**src/rtl/alu_pkg.sv**
```systemverilog
// Shared definitions for the bit-serial ALU: operation codes, FSM states,
// alu_ctrl field positions and the majority helper used for carries.
package alu_pkg;

    typedef enum logic [1:0] {
        OP_AND = 2'b00,
        OP_OR  = 2'b01,
        OP_ADD = 2'b10,
        OP_SLT = 2'b11
    } op_t;

    typedef enum logic [1:0] {
        IDLE = 2'b00,
        RUN  = 2'b01,
        FIN  = 2'b10
    } state_t;

    localparam int CTRL_A_INV = 3;
    localparam int CTRL_B_INV = 2;
    localparam int CTRL_OP_HI = 1;
    localparam int CTRL_OP_LO = 0;

    function automatic logic maj(input logic x, input logic y, input logic z);
        return (x & y) | (x & z) | (y & z);
    endfunction

endpackage

```
**src/rtl/serial_bit_slice.sv**
```systemverilog
// Combinational one-bit ALU slice: optional operand inversion, AND/OR/ADD/SLT
// result bit, carry out and raw sum bit.
module serial_bit_slice
    import alu_pkg::*;
(
    input  logic a_bit,
    input  logic b_bit,
    input  logic a_inv,
    input  logic b_inv,
    input  op_t  op,
    input  logic cin,
    input  logic less,
    output logic res,
    output logic cout,
    output logic sum
);

    logic a;
    logic b;

    always_comb begin
        a    = a_bit ^ a_inv;
        b    = b_bit ^ b_inv;
        sum  = a ^ b ^ cin;
        res  = 1'b0;
        cout = 1'b0;
        case (op)
            OP_AND: res = a & b;
            OP_OR:  res = a | b;
            OP_ADD: begin
                res  = sum;
                cout = maj(a, b, cin);
            end
            OP_SLT: begin
                res  = less;
                cout = maj(a, b, cin);
            end
            default: res = 1'b0;
        endcase
    end

endmodule

```
**src/rtl/serial_alu.sv**
```systemverilog
// Bit-serial ALU, one bit per clock LSB first, result after WIDTH+1 cycles.
// Optional build macro SERIAL_ALU_OVF_EN enables signed overflow and SLT correction.
//
//   state | meaning
//   IDLE  | waiting for start; operands captured on an accepted start
//   RUN   | processing one bit per cycle, counter 0..WIDTH-1
//   FIN   | final result and flags registered, done pulsed next cycle
module serial_alu
    import alu_pkg::*;
#(
    parameter int WIDTH = 32
) (
    input  logic             clk,
    input  logic             rst_n,
    input  logic             start,
    input  logic [WIDTH-1:0] src1,
    input  logic [WIDTH-1:0] src2,
    input  logic [3:0]       alu_ctrl,
    output logic             busy,
    output logic             done,
    output logic [WIDTH-1:0] result,
    output logic             zero,
    output logic             cout,
    output logic             overflow
);

    localparam int CW = $clog2(WIDTH);

    state_t           state;
    state_t           state_nxt;
    logic [WIDTH-1:0] a_sh;
    logic [WIDTH-1:0] b_sh;
    logic [WIDTH-1:0] r_sh;
    logic [3:0]       ctrl;
    logic [CW-1:0]    cnt;
    logic             carry;
    logic             msb_sum;
    logic             last_bit;
    op_t              op;
    logic             bit_res;
    logic             bit_cout;
    logic             bit_sum;
    logic             ovf_msb;
    logic             set;
    logic [WIDTH-1:0] fin_result;

`ifdef SERIAL_ALU_OVF_EN
    logic             msb_cin;
`endif

    assign op       = op_t'(ctrl[CTRL_OP_HI:CTRL_OP_LO]);
    assign last_bit = (cnt == CW'(WIDTH - 1));
    assign busy     = (state != IDLE);

    serial_bit_slice u_slice (
        .a_bit (a_sh[0]),
        .b_bit (b_sh[0]),
        .a_inv (ctrl[CTRL_A_INV]),
        .b_inv (ctrl[CTRL_B_INV]),
        .op    (op),
        .cin   (carry),
        .less  (1'b0),
        .res   (bit_res),
        .cout  (bit_cout),
        .sum   (bit_sum)
    );

    always_comb begin
        state_nxt = state;
        case (state)
            IDLE:    if (start) state_nxt = RUN;
            RUN:     if (last_bit) state_nxt = FIN;
            FIN:     state_nxt = IDLE;
            default: state_nxt = IDLE;
        endcase
    end

    // By FIN the carry register holds the MSB carry-out; MSB carry-in was saved.
`ifdef SERIAL_ALU_OVF_EN
    assign ovf_msb = msb_cin ^ carry;
`else
    assign ovf_msb = 1'b0;
`endif

    assign set        = msb_sum ^ ovf_msb;
    assign fin_result = (op == OP_SLT) ? {{(WIDTH-1){1'b0}}, set} : r_sh;

    always_ff @(posedge clk) begin
        if (!rst_n) begin
            state    <= IDLE;
            a_sh     <= '0;
            b_sh     <= '0;
            r_sh     <= '0;
            ctrl     <= '0;
            cnt      <= '0;
            carry    <= 1'b0;
            msb_sum  <= 1'b0;
`ifdef SERIAL_ALU_OVF_EN
            msb_cin  <= 1'b0;
`endif
            done     <= 1'b0;
            result   <= '0;
            zero     <= 1'b0;
            cout     <= 1'b0;
            overflow <= 1'b0;
        end else begin
            state <= state_nxt;
            done  <= 1'b0;
            case (state)
                IDLE: begin
                    if (start) begin
                        a_sh  <= src1;
                        b_sh  <= src2;
                        ctrl  <= alu_ctrl;
                        cnt   <= '0;
                        carry <= alu_ctrl[CTRL_B_INV];
                    end
                end
                RUN: begin
                    a_sh  <= a_sh >> 1;
                    b_sh  <= b_sh >> 1;
                    r_sh  <= {bit_res, r_sh[WIDTH-1:1]};
                    carry <= bit_cout;
                    if (last_bit) begin
                        msb_sum <= bit_sum;
`ifdef SERIAL_ALU_OVF_EN
                        msb_cin <= carry;
`endif
                    end else begin
                        cnt <= cnt + 1'b1;
                    end
                end
                FIN: begin
                    result   <= fin_result;
                    zero     <= ~|fin_result;
                    cout     <= carry;
                    overflow <= (op == OP_ADD) & ovf_msb;
                    done     <= 1'b1;
                end
                default: ;
            endcase
        end
    end

endmodule
```
**config.mk**
```make
export PLATFORM = sky130hd
export DESIGN_NAME = serial_alu
export DESIGN_NICKNAME = d
export VERILOG_FILES = /design/src/rtl/alu_pkg.sv /design/src/rtl/serial_bit_slice.sv /design/src/rtl/serial_alu.sv
export SDC_FILE = /design/constraint.sdc
export NUM_CORES = 1
export LEC_CHECK = 0
export BUFFER_PORTS_ARGS = -buffer_cell sky130_fd_sc_hd__buf_2
export CORE_MARGIN = 4
export CORE_UTILIZATION = 59
export DETAILED_ROUTE_END_ITERATION = 8
export PLACE_DENSITY = 0.84
export SYNTH_ARGS = -nofsm -noshare
export SYNTH_HDL_FRONTEND = slang
export SYNTH_SLANG_ARGS = --single-unit
```
**constraint.sdc**
```tcl
create_clock -name clk -period 3.9 [get_ports clk]
set_clock_uncertainty 0.05 [all_clocks]
set_input_delay 0.78 -clock clk [delete_from_list [all_inputs] [get_ports clk]]
set_output_delay 0.78 -clock clk [all_outputs]
set_load 0.01 [all_outputs]
```
# Word level (Yosys, flattened, before mapping)
# Cells that the tools add are included.
# word_totals
reg_bits,144
latch_bits,0
ramBits,0
romBits,0
input_bits,71
output_inout_bits,37
wordCells,60
mem_count,0
# classes
n_addsub,1
n_mul,0
n_div,0
magnitude_cmp,0
n_eq_ne,9
n_shift,0
muxes,16
bitwise_logic,10
reduce_logical,12
# op_table
operator,count
$pmux W32 S2,2
$mux W32,3
$reduce_or A32 Y1,1
$mux W5,2
$pmux W5 S2,1
$reduce_and A2 Y1,4
$eq A2 B2 Y1 const B,3
$ne A2 B2 Y1 const B,3
$add A5 B1 Y5 const B,1
$eq A5 B5 Y1 const B,1
$eq A2 B1 Y1 const B,2
$logic_not A2 Y1,2
$mux W2,2
$pmux W1 S4,1
$pmux W2 S2,1
$reduce_bool A2 Y1,2
$xor A1 B1 Y1,4
$and A1 B1 Y1,3
$mux W1,3
$or A1 B1 Y1,3
$reduce_and A3 Y1,1
$pmux W1 S2,1
$reduce_or A2 Y1,1
$logic_not A1 Y1,1

# Longest topological paths before layout
# logic_depth
word_depth,6
ltp_mapped,7
depth_no_buf,7

# By module
# A second synthesis with hierarchy kept.
# hier_totals
cells_unflattened,698
area_unflattened_um2,5714.2
# by_module_without_submodules
mod,instances,cells_each,area_per_inst_um2,seq_area_each_um2
serial_alu,1,688,5611.6,2882.8
serial_bit_slice,1,10,102.6,0.0

# Worst setup path after synthesis
# Ideal clock, no wire load.
# synth_path
path_type,input to register
from,input port rst_n
to,register a_sh[12]
setup_time_ns,0.146
t_arrival_ns,1.591
required_time_ns,3.704
path_slack_ns,2.113
stages,4
path_buffers,2
cell_sequence,inv_2 clkbuf_1 clkbuf_1 a311oi_1
# synth_rtl
element,line,source
from (decl),serial_alu.sv:14,"input logic rst_n,"
to (signal assigned),serial_alu.sv:112,a_sh <= src1;
to (signal assigned),serial_alu.sv:120,a_sh <= a_sh >> 1;
to (decl),serial_alu.sv:31,logic [WIDTH-1:0] a_sh;
# No word-level cell between the ends.

# Worst setup path after layout
# layout_path
from,register state[1]
to,register a_sh[1]
# layout_between
elab_chain_cells,3
word_cells_on_any_way,6
cone_classes,eq/ne (2); mux (1); reduce/logical (3)
# layout_lines
element,line,source
from (decl),serial_alu.sv:29,state_t state;
from (signal assigned),serial_alu.sv:107,state <= state_nxt;
$eq A2 B1 Y1 or $logic_not A2 Y1 (tied branches),serial_alu.sv:109,case (state)
$reduce_bool A2 Y1 (no line) or $ne A2 B2 Y1 (tied branches),--,
$reduce_and A2 Y1 (no line),--,
# Several ways; a longest one is shown, not always the timed one.
# A chain may end at the register's enable or synchronous reset.

==> qor.txt <==
Max_slew headroom: 44.8%
HP Start: r_sh[0]
CTS resizes: 0
Vias/cell: 5.64
Area Overhead vs Synth: 18.8%
Fraction of layout instances using a drive strength above 1: 20.8%
DRT iter0 DRCs: 340
Mapped cell area: 5760 µm²
Setup slack, reg-to-reg: 1670 ps
Vias: 5154
Pwr dens: 511 nW/µm²
Average size of a mapped cell: 8.26 µm²
Total congestion overflow: 0
Worst min path class: flop to flop
Worst Max-Slew Pin Slew: 828 ps
Wire per inst: 14.3 µm
Hold Crit Endpoint: r_sh[0]
Antenna violations before repair: 0
Worst Hold Depth: 2
Crit end category: flop
Setup Crit Path Kind: flop to flop
Antenna-violating nets left: 0
Pin count of the biggest net entering global routing: 87
Status: finished clean
Peak supply drop: 0.378 mV
Final Hold Slack: 416 ps
Reg clk slew, reported paths: 70 ps
DIE AREA: 11400 µm²
Fmax: 449 MHz
Input/output buffers: 106
R2r endpoint: a_sh[1]
Clock sinks: 144
CTS H-tree depth: 4
Startpoint Class: flop
# Max-Cap Violations: 0
Filler cell count: 729
Detailed Route WL: 13100 µm
Die W: 107 µm
Cell Rows: 35
RSZ-0062 raised after global routing: false
Core area: 9370 µm²
Maximum fanout along the worst path: 81
Leakage: 0.00277 µW
CTS tree: done
Total GRT Usage: 22.8%
HPWL after detailed placement: 8330 µm
Crit share post-route: 57.1%
Min Tclk post-route: 2230 ps
Slew Limit Fails: 0
Yosys reg bits: 144
Final setup viols: 0
Syn_nets: 774
Final GP Congestion: 0.799
DRC Markers: 0
First-pass GRT wire length: 21600 µm
Power Total: 3500 µW
Sequential area share after synthesis: 50.0%
Final net count: 848
WP data arrival: 2600 ps
Most common cell after layout, fill and taps aside: nand2_1
Worst Path Required: 4270 ps
Most frequent cells in the layout: 203 x nand2_1, 144 x dfxtp_1, 107 x nor2_1
Reg2Reg Depth: 4
First-pass DRT Iterations: 5
Ys Warns: 0
Reg-to-Reg Start: state[1]
CTS root buffer: clkbuf_8
Setup TNS: 0 ps
Setup bufs post-CTS: 0
CTS Hold Bufs: 0
Initial Util: 61.5%
Syn Inst Count: 698
Total CTS buffers: 17
Endpoints failing hold: 0
Ant diodes: 0
Clock latency on the worst-skew pair: 510 ps
IO Count: 108
Max clock buf depth: 2
Vias in the first global route: 4759
Synth unique cells: 33
Die Ht: 107 µm
## sequential cells by signal (all words and copies together), names as in the netlist
register and flops:
a_sh 32, b_sh 32, r_sh 32, result 32, cnt 5, ctrl 4
state 2, carry 1, cout 1, done 1, msb_sum 1, zero 1
## metrics by stage
step / utilization [%] / std cells / area, µm² / setup WS [ps]
2_1_floorplan: - / 698 / 5760 / 2110
3_3_place_gp: 66.8 / 882 / 6260 / 1600
3_5_place_dp: 66.8 / 882 / 6260 / 1520
4_1_cts: 73.1 / 914 / 6850 / 1670
5_1_grt: 73.1 / 914 / 6850 / 1470
6_report: 73.1 / 914 / 6850 / 1670
## synth_stat cells, drive strengths merged
library cell,n,area (µm²)
xnor2,1,8.76
a31oi,1,6.26
nand3,6,30.0
nand2,204,766
ha,4,50.1
nand4,2,12.5
a211oi,2,15.0
nor3,4,20.0
clkbuf,17,63.8
nor3b,2,31.3
nor2b,2,12.5
inv,4,15.0
mux2i,2,20.0
and3,1,6.26
nor2,107,402
a21oi,42,214
buf,42,234
a311oi,62,606
o22ai,1,6.26
xor2,3,26.3
and4,1,8.76
conb,1,3.75
dfxtp,144,2880
nor4,7,43.8
a22oi,33,248
nand2b,2,12.5
fa,1,20.0
## logic make-up (layout without fill, tap and decap cells)
| kind of cell | Yosys count | after routing | share of synthesized area (%) |
|---|---|---|---|
| fa+ha+maj | 5 | 5 | 1.22 |
| buf+inv | 63 | 150 | 5.43 |
| simple gates | 338 | 338 | 23.3 |
| other cells | 1 | 1 | 0.0651 |
| flops | 144 | 144 | 50.0 |
| compound gates | 141 | 141 | 19.0 |
| mux | 2 | 2 | 0.347 |
| xor+xnor | 4 | 4 | 0.608 |
## critical path, stage by stage, from the launching register on
cell,delay [ps]
dfxtp_1,530
nand2b_4,750
buf_12,390
nor2_1,100
a311oi_1,280
## metal layers
metal | track usage, % | vias to the layer above | wire length, µm
met5 | 0 | - | 0
met2 | 37.8 | 186 | 6470
met4 | 8.04 | 0 | 197
met1 | 29.4 | 2393 | 5620
li1 | - | 2551 | -
met3 | 5.00 | 24 | 773
## worst max path at each step
stage,from,endpoint,slack [ps],depth (start not counted)
4_1_cts,state[1],a_sh[1],1670,4
5_1_grt,state[0],a_sh[1],1470,5
6_report,state[1],a_sh[1],1670,4
3_5_place_dp,start,a_sh[13],1520,5
3_3_place_gp,start,a_sh[6],1600,5
2_1_floorplan,rst_n,a_sh[12],2110,4
## power by group
group / switching, µW / internal [µW]
sequential: 44.4 / 1540
clock: 671 / 931
combinational: 191 / 116
total: 907 / 2590
## cell type report
cell class	instances	area [µm²]	area share [%]
flip-flops and latches	144	2880	42.1
multi-input cells	491	2580	37.7
repair buffers	114	616	8.99
clock buffers	17	414	6.05
clock inverters	15	174	2.54
well taps	129	161	2.36
inverters	4	17.5	0.256
No activity file was read; power rests on OpenSTA's default activity.
